File: config.mk
export PLATFORM = sky130hd
export DESIGN_NAME = multi_cycle_ctrl
export DESIGN_NICKNAME = d
export VERILOG_FILES = /design/src/rtl/multi_cycle_ctrl.sv
export SDC_FILE = /design/constraint.sdc
export NUM_CORES = 1
export LEC_CHECK = 0
export CORE_MARGIN = 4
export CORE_UTILIZATION = 51
export CTS_CLUSTER_DIAMETER = 60
export DETAILED_ROUTE_END_ITERATION = 7
export GPL_TIMING_DRIVEN = 0
export HOLD_SLACK_MARGIN = 0.15
export PLACE_DENSITY = 0.83
export SLEW_MARGIN = 0
export SYNTH_ARGS = -nofsm -noshare
export SYNTH_HDL_FRONTEND = slang
export SYNTH_SLANG_ARGS = --single-unit
File: constraint.sdc
create_clock -name clk -period 3.61 [get_ports clk]
set_clock_uncertainty 0.05 [all_clocks]
set_input_delay 0.722 -clock clk [delete_from_list [all_inputs] [get_ports clk]]
set_output_delay 0.722 -clock clk [all_outputs]
set_load 0.03 [all_outputs]
File: src/rtl/multi_cycle_ctrl.sv
// ---------------------------------------------------------------------------
// multi_cycle_ctrl
//
// Main control unit for a classic multi-cycle MIPS-style datapath. A 4-bit
// state register sequences each instruction through fetch, decode and the
// opcode-specific execute / memory / write-back steps. Every datapath
// control is a Moore decode of the registered state. The only exceptions are
// a few strobes that are additionally qualified by mem_ready (memory
// handshake) or by zero (branch resolution).
//
// Two sticky diagnostics are kept alongside the sequencer:
//   illegal_op  - an opcode outside the supported set reached DECODE
//   err_timeout - a memory access waited TIMEOUT cycles without mem_ready
// Both clear only on reset.
//
// Parameters
//   TIMEOUT     memory wait cycles after which err_timeout sets (default 255)
//
// Ports
//   clk          in   rising-edge clock
//   rst_n        in   synchronous reset, active-low
//   op[5:0]      in   opcode from the instruction register
//   zero         in   ALU zero flag
//   mem_ready    in   memory access completes this cycle
//   mem_req      out  memory access requested
//   iord         out  memory address select: 0 = PC, 1 = ALUOut
//   mem_write    out  store strobe
//   ir_write     out  instruction register load enable
//   reg_dst      out  register write select: 1 = rd, 0 = rt
//   mem_to_reg   out  write-back select: 1 = memory data, 0 = ALUOut
//   reg_write    out  register file write enable
//   alu_src_a    out  ALU A select: 0 = PC, 1 = register A
//   alu_src_b    out  ALU B select: 00 B, 01 4, 10 imm, 11 imm<<2
//   alu_op[1:0]  out  ALU class: 00 add, 01 subtract, 10 funct decode
//   pc_src[1:0]  out  next PC: 00 ALU result, 01 ALUOut, 10 jump target
//   pc_en        out  PC load enable
//   retire       out  one-cycle pulse when an instruction completes
//   illegal_op   out  sticky: unsupported opcode seen
//   err_timeout  out  sticky: memory wait reached TIMEOUT
// ---------------------------------------------------------------------------
module multi_cycle_ctrl #(
    parameter int TIMEOUT = 255
) (
    input  logic       clk,
    input  logic       rst_n,
    input  logic [5:0] op,
    input  logic       zero,
    input  logic       mem_ready,
    output logic       mem_req,
    output logic       iord,
    output logic       mem_write,
    output logic       ir_write,
    output logic       reg_dst,
    output logic       mem_to_reg,
    output logic       reg_write,
    output logic       alu_src_a,
    output logic [1:0] alu_src_b,
    output logic [1:0] alu_op,
    output logic [1:0] pc_src,
    output logic       pc_en,
    output logic       retire,
    output logic       illegal_op,
    output logic       err_timeout
);

    // Supported opcodes.
    localparam logic [5:0] OP_RTYPE = 6'b000000;
    localparam logic [5:0] OP_J     = 6'b000010;
    localparam logic [5:0] OP_BEQ   = 6'b000100;
    localparam logic [5:0] OP_BNE   = 6'b000101;
    localparam logic [5:0] OP_ADDI  = 6'b001000;
    localparam logic [5:0] OP_LW    = 6'b100011;
    localparam logic [5:0] OP_SW    = 6'b101011;

    // The wait counter is at least 8 bits and grows if TIMEOUT needs more.
    localparam int CW = (TIMEOUT > 255) ? $clog2(TIMEOUT + 1) : 8;
    localparam logic [CW-1:0] TIMEOUT_C = CW'(TIMEOUT);

    typedef enum logic [3:0] {
        FETCH    = 4'd0,
        DECODE   = 4'd1,
        MEMADR   = 4'd2,
        MEMRD    = 4'd3,
        MEMWB    = 4'd4,
        MEMWR    = 4'd5,
        EXECUTE  = 4'd6,
        ALUWB    = 4'd7,
        BRANCH   = 4'd8,
        ADDIEXEC = 4'd9,
        ADDIWB   = 4'd10,
        JUMP     = 4'd11
    } state_t;

    state_t        state_r;
    logic [CW-1:0] wait_cnt_r;
    logic [CW-1:0] wait_next_s;
    logic          waiting_s;
    logic          illegal_r;
    logic          timeout_r;

    // True for every opcode the sequencer knows how to execute.
    function automatic logic op_is_legal(input logic [5:0] o);
        logic legal;
        case (o)
            OP_RTYPE, OP_J, OP_BEQ, OP_BNE,
            OP_ADDI, OP_LW, OP_SW: legal = 1'b1;
            default:               legal = 1'b0;
        endcase
        return legal;
    endfunction

    // Branch resolution: beq takes the branch on zero, bne on not-zero.
    function automatic logic branch_taken(input logic [5:0] o, input logic z);
        logic taken;
        case (o)
            OP_BEQ:  taken = z;
            OP_BNE:  taken = ~z;
            default: taken = 1'b0;
        endcase
        return taken;
    endfunction

    // State sequencer.
    always_ff @(posedge clk) begin
        if (!rst_n) begin
            state_r <= FETCH;
        end else begin
            case (state_r)
                FETCH: begin
                    if (mem_ready) state_r <= DECODE;
                    else           state_r <= FETCH;
                end
                DECODE: begin
                    case (op)
                        OP_LW, OP_SW:   state_r <= MEMADR;
                        OP_RTYPE:       state_r <= EXECUTE;
                        OP_BEQ, OP_BNE: state_r <= BRANCH;
                        OP_ADDI:        state_r <= ADDIEXEC;
                        OP_J:           state_r <= JUMP;
                        default:        state_r <= FETCH;
                    endcase
                end
                MEMADR: begin
                    if (op == OP_LW) state_r <= MEMRD;
                    else             state_r <= MEMWR;
                end
                MEMRD: begin
                    if (mem_ready) state_r <= MEMWB;
                    else           state_r <= MEMRD;
                end
                MEMWB:    state_r <= FETCH;
                MEMWR: begin
                    if (mem_ready) state_r <= FETCH;
                    else           state_r <= MEMWR;
                end
                EXECUTE:  state_r <= ALUWB;
                ALUWB:    state_r <= FETCH;
                BRANCH:   state_r <= FETCH;
                ADDIEXEC: state_r <= ADDIWB;
                ADDIWB:   state_r <= FETCH;
                JUMP:     state_r <= FETCH;
                // Codes 12-15 are unreachable; recover to FETCH.
                default:  state_r <= FETCH;
            endcase
        end
    end

    // Moore output decode, qualified by mem_ready / zero where the handshake needs it.
    always_comb begin
        mem_req    = 1'b0;
        iord       = 1'b0;
        mem_write  = 1'b0;
        ir_write   = 1'b0;
        reg_dst    = 1'b0;
        mem_to_reg = 1'b0;
        reg_write  = 1'b0;
        alu_src_a  = 1'b0;
        alu_src_b  = 2'b00;
        alu_op     = 2'b00;
        pc_src     = 2'b00;
        pc_en      = 1'b0;
        retire     = 1'b0;
        case (state_r)
            FETCH: begin
                // PC + 4 is computed every cycle but only loaded with the instruction.
                mem_req   = 1'b1;
                alu_src_b = 2'b01;
                ir_write  = mem_ready;
                pc_en     = mem_ready;
            end
            DECODE: begin
                // Precompute the branch target into ALUOut.
                alu_src_b = 2'b11;
            end
            MEMADR: begin
                alu_src_a = 1'b1;
                alu_src_b = 2'b10;
            end
            MEMRD: begin
                mem_req = 1'b1;
                iord    = 1'b1;
            end
            MEMWB: begin
                mem_to_reg = 1'b1;
                reg_write  = 1'b1;
                retire     = 1'b1;
            end
            MEMWR: begin
                mem_req   = 1'b1;
                iord      = 1'b1;
                mem_write = 1'b1;
                retire    = mem_ready;
            end
            EXECUTE: begin
                alu_src_a = 1'b1;
                alu_op    = 2'b10;
            end
            ALUWB: begin
                reg_dst   = 1'b1;
                reg_write = 1'b1;
                retire    = 1'b1;
            end
            BRANCH: begin
                alu_src_a = 1'b1;
                alu_op    = 2'b01;
                pc_src    = 2'b01;
                pc_en     = branch_taken(op, zero);
                retire    = 1'b1;
            end
            ADDIEXEC: begin
                alu_src_a = 1'b1;
                alu_src_b = 2'b10;
            end
            ADDIWB: begin
                reg_write = 1'b1;
                retire    = 1'b1;
            end
            JUMP: begin
                pc_src = 2'b10;
                pc_en  = 1'b1;
                retire = 1'b1;
            end
            default: begin
                mem_req = 1'b0;
            end
        endcase
    end

    // Next wait count: counts stalled memory cycles, saturates at TIMEOUT.
    always_comb begin
        waiting_s = mem_req & ~mem_ready;
        if (!waiting_s) begin
            wait_next_s = {CW{1'b0}};
        end else if (wait_cnt_r == TIMEOUT_C) begin
            wait_next_s = wait_cnt_r;
        end else begin
            wait_next_s = wait_cnt_r + {{(CW-1){1'b0}}, 1'b1};
        end
    end

    // Wait counter and sticky diagnostic flags.
    always_ff @(posedge clk) begin
        if (!rst_n) begin
            wait_cnt_r <= {CW{1'b0}};
            illegal_r  <= 1'b0;
            timeout_r  <= 1'b0;
        end else begin
            wait_cnt_r <= wait_next_s;
            // Flag on the same edge the count reaches TIMEOUT.
            if (waiting_s && (wait_next_s == TIMEOUT_C)) begin
                timeout_r <= 1'b1;
            end else begin
                timeout_r <= timeout_r;
            end
            if ((state_r == DECODE) && !op_is_legal(op)) begin
                illegal_r <= 1'b1;
            end else begin
                illegal_r <= illegal_r;
            end
        end
    end

    assign illegal_op  = illegal_r;
    assign err_timeout = timeout_r;

endmodule

==> results of run 1 <==
-- cell usage in the layout (no fill, tap or decap), types with 4 or more instances in the layout --
master and n:
or4_1 4, inv_1 4, o21ai_0 8, nor2_1 18, clkbuf_1 9, nand3_1 6, nor3_1 9, a21oi_1 13
dfxtp_1 14, a31oi_1 5, clkdlybuf4s50_1 26, nand2_1 15
-- tightest hold or removal path, stage by stage (launching register included) --
cell and delay (ns):
dfxtp_1 0.32, nand2_1 0.05, o21ai_1 0.05
-- worst paths after layout --
check,depth (start not counted),end,start
max,5,pc_en,op[3]
min,2,err_timeout,err_timeout
max reg2reg,6,err_timeout,state_r[1]
min reg2reg,2,err_timeout,err_timeout
-- final cells by class --
class	instances	area [um^2]	area share, %
plain buffers	12	57.56	4.212
clock buffers	4	36.28	2.656
inverters	4	15.01	1.099
multi-input cells	117	683.2	50.00
flip-flops and latches	14	280.3	20.51
well taps	27	33.78	2.473
repair buffers	26	260.3	19.05
-- per-layer routing --
| metal | routed length [um] | global-route usage [%] |
|---|---|---|
| met1 | 1118 | 23.85 |
| met2 | 1375 | 37.19 |
| met3 | 137 | 2.535 |
| met4 | 28 | 8.511 |
| met5 | 0 | 0 |
-- registers in the layout (all words and copies together) (netlist names) --
name         count
err_timeout      1
wait_cnt_r       8
state_r          4
illegal_op       1
-- where the power goes --
group          total (mW)  internal (mW)  leakage, nW  switching (mW)
Sequential          0.160          0.157        0.113         0.00298
Combinational      0.0691         0.0311        0.328          0.0380
Clock               0.116         0.0616       0.0210          0.0542
Total               0.345          0.250        0.463          0.0951
-- through the flow --
step | total power, mW | setup WS (ns)
after floorplan | 0.2034 | 0.7982
after global placement | 0.2314 | 0.3229
after detailed placement | 0.2329 | 0.2849
after CTS | 0.3473 | 0.2853
after global routing | 0.3584 | 0.1640
final | 0.3451 | 0.3086
-- logic make-up after synthesis --
family	synth area share [%]
mux	3.140
fa+ha+maj	1.208
flops	27.05
compound gates	22.83
simple gates	33.70
xor+xnor	5.073
buf+inv	7.004
==> results.md, run 1 <==
* Yosys cell types at 39
* Area after DPL at 0.001330 mm^2
* Detailed Routing Iterations Pass 1 at 4
* Peak supply drop at 0.0002551 V
* Pwr per Cell Area at 252.6 mW/mm^2
* Routed length per instance at 13.04 um
* Count leader, synth: nor2_1
* Worst Hold Class: reg -> reg
* Synth area leader: dfxtp_1
* CTS clock-pin slew for the worst setup and hold paths at 0.08 ns
* Placeable Area at 0.001942 mm^2
* Initial antenna violation count at 0
* Tightest hold margin at 0.4001 ns
* Syn_nets at 158
* TNS Setup at 0 ns
* Critical path capture point type: output port
* Mapped Area at 0.001036 mm^2
* Tcrit/Tclk final at 91.45%
* Gr usage total at 20.49%
* Worst-path fanout max at 6
* Post-synth EDFFs at 0
* Synthesized area per cell at 7.048 um^2
* Critical-path cell list: clkdlybuf4s50_1 > nor4_1 > nand2_1 > o22ai_1 > clkdlybuf4s50_1
* Via density at 5.559
* Final HPWL DP at 2093 um
* Slowest-stage cell, CP: clkdlybuf4s50_1
* Yosys warns at 0
* Max Slew Vio Count at 0
* GRT overflow at 0
* Total vias in the final route at 1134
* Ant. Diodes at 0
* Vias in the first global route at 1030
* Worst-Margin Slew at 0.4110 ns
* Startpoint types: primary input
* Final Hold Vio Count at 0
* Status: complete, no violations
* Finished layout cell area at 0.001366 mm^2
* Synth top cells by count: 18 x nor2_1, 15 x nand2_1, 14 x dfxtp_1, 13 x a21oi_1
* I/O pin cnt at 28
* CP most frequent cell: clkdlybuf4s50_1
* Synth Register Bits at 14
* Non-Filler Instances at 204
* Final WL at 2660 um
* I/O Buffers at 26
* Maxcap violations at 0
* FP Rows at 16
* Nets@finish at 189
* Clock sink total at 14
* Filler instances at 175
* Final min period at 3.301 ns
* CTS tree: done
* Post-route ant nets at 0
* Root Buffer: clkbuf_4
* Starting Density at 53.35%
* First-iteration detailed-routing DRC count at 22
* Clk_lat worst skew at 0.29 ns
* Critical Path RT at 2.84 ns
* Residual DRC count at 0
* Num CTS Buffers at 3
* Post-CTS setup buffers at 0
* Top cells by area, synth: dfxtp_1 27%, nor2_1 6.5%, a21oi_1 6.3%
* H-tree depth at 1
* Critical path class: in -> out
* Seq/Total Area, Yosys at 27.05%
* Layout cell share with drive strength beyond 1 at 5.650%
* Die Height at 53.07 um
* Largest stage delay on the critical path at 0.69 ns
* CP bufs+invs at 2
* RSZ-0062 raised after global routing: no
* Max Fclk at 302.9 MHz
* Clock tree buffer depth at 2
* Ys flop type: dfxtp_1
* R2r setup slk at 1.66 ns
* GPL Wtd Cong at 0.9280
* Fin util at 70.36%
* Post-Syn Instances at 147
* Post-cts resize count at 0
* Crit path DAT at 2.53 ns
* CTS Hold Bufs at 0
* Setup-failing EPs final at 0
* First-pass GRT wire length at 4333 um
* Leakage at 0.4627 nW
* CP delay by family, top: buffers and inverters
* Placed cells at 200
* Relative slew slack at 72.60%
* Async SR Flop Fraction at 0%
* Area grow syn2layout at 31.88%
* Die footprint at 0.002816 mm^2
* Pin count of the biggest net entering global routing at 11
* Area share of the largest cell type after synthesis at 27.05%
* Die width at 53.07 um
Power figures use the tool's default switching activity.
==> inputs of run 2 (changes only) <==
Settings changed: SETUP_SLACK_MARGIN from default to 0.2, SKIP_CTS_REPAIR_TIMING from default to 1, SLEW_MARGIN 0 to default.
==> run 2 against run 1 <==
  * Cell count stayed put
  * Combinational power about the same
  * Global-route usage did not move
  * Routed wire length down 0.15%
  * First-iteration DRC count unchanged
  * Flip-flop and latch count unchanged
  * Sequential power is essentially flat
  * Non-clock buffer count stayed put
  * Hold slack is the same
  * Fmax up 10%
  * Critical path depth is the same
  * Critical path type is now reg -> out
  * Largest power group unchanged
==> results.md, run 2 (synthesized netlist as in run 1, its figures left out) <==
* Status: complete, no violations
* Global routing usage on met3 at 2.535% (unchanged)
* CP delay by family, top: buffers and inverters
* Reg area at 280.3 um^2 (unchanged)
* Hold Crit Start: err_timeout
* Pin count of the biggest net entering global routing at 11 (unchanged)
* Initial antenna violation count at 0 (unchanged)
* Relative slew slack at 72.60% (about the same)
* CTS clock-pin slew for the worst setup and hold paths at 0.08 ns (about the same)
* Clk_lat worst skew at 0.29 ns (about the same)
* Total vias in the final route at 1145 (+0.97%)
* Crit path DAT at 2.22 ns (-0.31 ns)
* Tightest hold margin at 0.4001 ns (unchanged)
* Vias in the first global route at 1030 (unchanged)
* Worst-Margin Slew at 0.4110 ns (-0.00002837 ns)
* Critical-path cell list: buf_2 > clkbuf_1 > a21oi_1 > a211oi_1 > clkdlybuf4s50_1
* R2r endpoint: err_timeout
* Ant. Diodes at 0 (unchanged)
* Worst-path fanout max at 10 (+4)
* I/O Buffers at 26 (unchanged)
* Largest stage delay on the critical path at 0.71 ns (+0.02 ns)
* First-iteration detailed-routing DRC count at 22 (unchanged)
* Worst Hold Class: reg -> reg
* Area occupied by multi-input gates at 683.2 um^2 (unchanged)
* RSZ-0062 raised after global routing: no
* Starting Density at 53.35% (unchanged)
* Top flop regs: wait_cnt_r x8, state_r x4
* Critical Path RT at 2.84 ns (about the same)
* Fin util at 70.49% (+0.13 points)
* Layout cell share with drive strength beyond 1 at 5.650% (unchanged)
* Critical path capture point type: output port
* FP Rows at 16 (unchanged)
* Area grow syn2layout at 32.13%
* CP bufs+invs at 3 (+1)
* Gate power share at 20.0% (about the same)
* Leakage at 0.4739 nW (+2.4%)
* Via density at 5.613 (+0.97%)
* Die footprint at 0.002816 mm^2 (unchanged)
* Num CTS Buffers at 3 (unchanged)
* Sequential power share at 46.4% (about the same)
* Die Height at 53.07 um (unchanged)
* Switching part of the total at 27.61% (+0.044 points)
* Root Buffer: clkbuf_4
* Final min period at 2.993 ns (-0.3082 ns)
* R2r worst-path depth at 6 (unchanged)
* Gr busiest metal: met2
* Filler instances at 175 (unchanged)
* Placeable Area at 0.001942 mm^2 (unchanged)
* Commonest non-fill, non-tap cell in the layout: clkdlybuf4s50_1
* WHS Endpoint: err_timeout
* M1 GR Usage at 23.85% (unchanged)
* Biggest register: wait_cnt_r
* Internal cell power at 0.2498 mW (about the same)
* Final Hold Vio Count at 0 (unchanged)
* Routed length per instance at 13.02 um (-0.15%)
* Clock sink total at 14 (unchanged)
* First-pass GRT wire length at 4333 um (unchanged)
* Final HPWL DP at 2093 um (unchanged)
* CTS tree: done
* Critical Path Stages at 5 (unchanged)
* R2r setup slk at 1.66 ns (about the same)
* Clock tree buffer depth at 2 (unchanged)
* Maxcap violations at 0 (unchanged)
* Hold path depth at 2 (unchanged)
* Critical path class: reg -> out
* Nets@finish at 189 (unchanged)
* GPL Wtd Cong at 0.9280 (unchanged)
* Total Power at 0.3451 mW (about the same)
* Startpoint types: register
* Clock share of power at 33.6% (about the same)
* M2 GR Usage at 37.19% (unchanged)
* Gr usage total at 20.49% (unchanged)
* H-tree depth at 1 (unchanged)
* Max Slew Vio Count at 0 (unchanged)
* Max reg flops at 8 (unchanged)
* R2R Path Start: state_r[1]
* Final WL at 2656 um (-0.15%)
* GRT overflow at 0 (unchanged)
* Pwr per Cell Area at 252.1 mW/mm^2 (-0.18%)
* Die width at 53.07 um (unchanged)
* Residual DRC count at 0 (unchanged)
* Post-route ant nets at 0 (unchanged)
* I/O pin cnt at 28 (unchanged)
* TNS Setup at 0 ns (unchanged)
* Tcrit/Tclk final at 82.91% (-8.5 points)
* Detailed Routing Iterations Pass 1 at 4 (unchanged)
* Switch Pwr at 0.09527 mW (+0.16%)
* Slowest-stage cell, CP: clkdlybuf4s50_1
* Most frequent cells in the layout: 25 x clkdlybuf4s50_1, 18 x nor2_1, 15 x nand2_1
* Peak supply drop at 0.0002558 V (+0.27%)
* Setup-failing EPs final at 0 (unchanged)
* Max Fclk at 334.1 MHz (+10%)
==> run 2: worst max-delay path by stage <==
stage | start | end | slack (ns)
final | state_r[2] | retire | 0.62
after global placement | op[3] | pc_en | 0.32
after CTS | op[1] | pc_en | 0.29
after global routing | state_r[3] | reg_write | 0.50
after floorplan | state_r[1] | pc_en | 0.80
after detailed placement | op[3] | pc_en | 0.28
==> run 2: worst reg2reg max path: stages, from the launching register on <==
cell	delay (ns)
dfxtp_1	0.31
buf_6	0.13
or2_0	0.25
mux2_2	0.31
nand3b_4	0.22
or4_1	0.50
o21ai_1	0.12
==> run 2: final cells by class <==
class | instances | share of cell area, %
buffer | 12 | 4.205
clock buffer | 4 | 2.651
timing repair buffer | 26 | 19.20
tap | 27 | 2.468
multi-input combinational | 117 | 49.91
sequential | 14 | 20.48
inverter | 4 | 1.097
==> run 2: metal layers <==
| layer | routed length, um | vias to the layer above |
|---|---|---|
| met5 | 0 | - |
| met4 | 28 | 0 |
| met3 | 146 | 4 |
| met2 | 1363 | 26 |
| met1 | 1117 | 519 |
| li1 | - | 596 |
==> run 2: stage by stage <==
step	worst slack [ns]	cells	area, um^2
detailed placement	0.2849	200	1330
floorplan	0.7982	147	1036
global route	0.4986	204	1369
CTS	0.2853	204	1366
global placement	0.3229	200	1330
finish	0.6169	204	1369
==> run 2: power by group through the flow <==
| stage | sequential, mW | clock [mW] | combinational (mW) |
|---|---|---|---|
| 6_report | 0.160 | 0.116 | 0.0689 |
| 5_1_grt | 0.161 | 0.122 | 0.0752 |
| 4_1_cts | 0.160 | 0.118 | 0.0692 |
| 3_5_place_dp | 0.164 | 0 | 0.0690 |
| 3_3_place_gp | 0.164 | 0 | 0.0677 |
| 2_1_floorplan | 0.165 | 0 | 0.0383 |
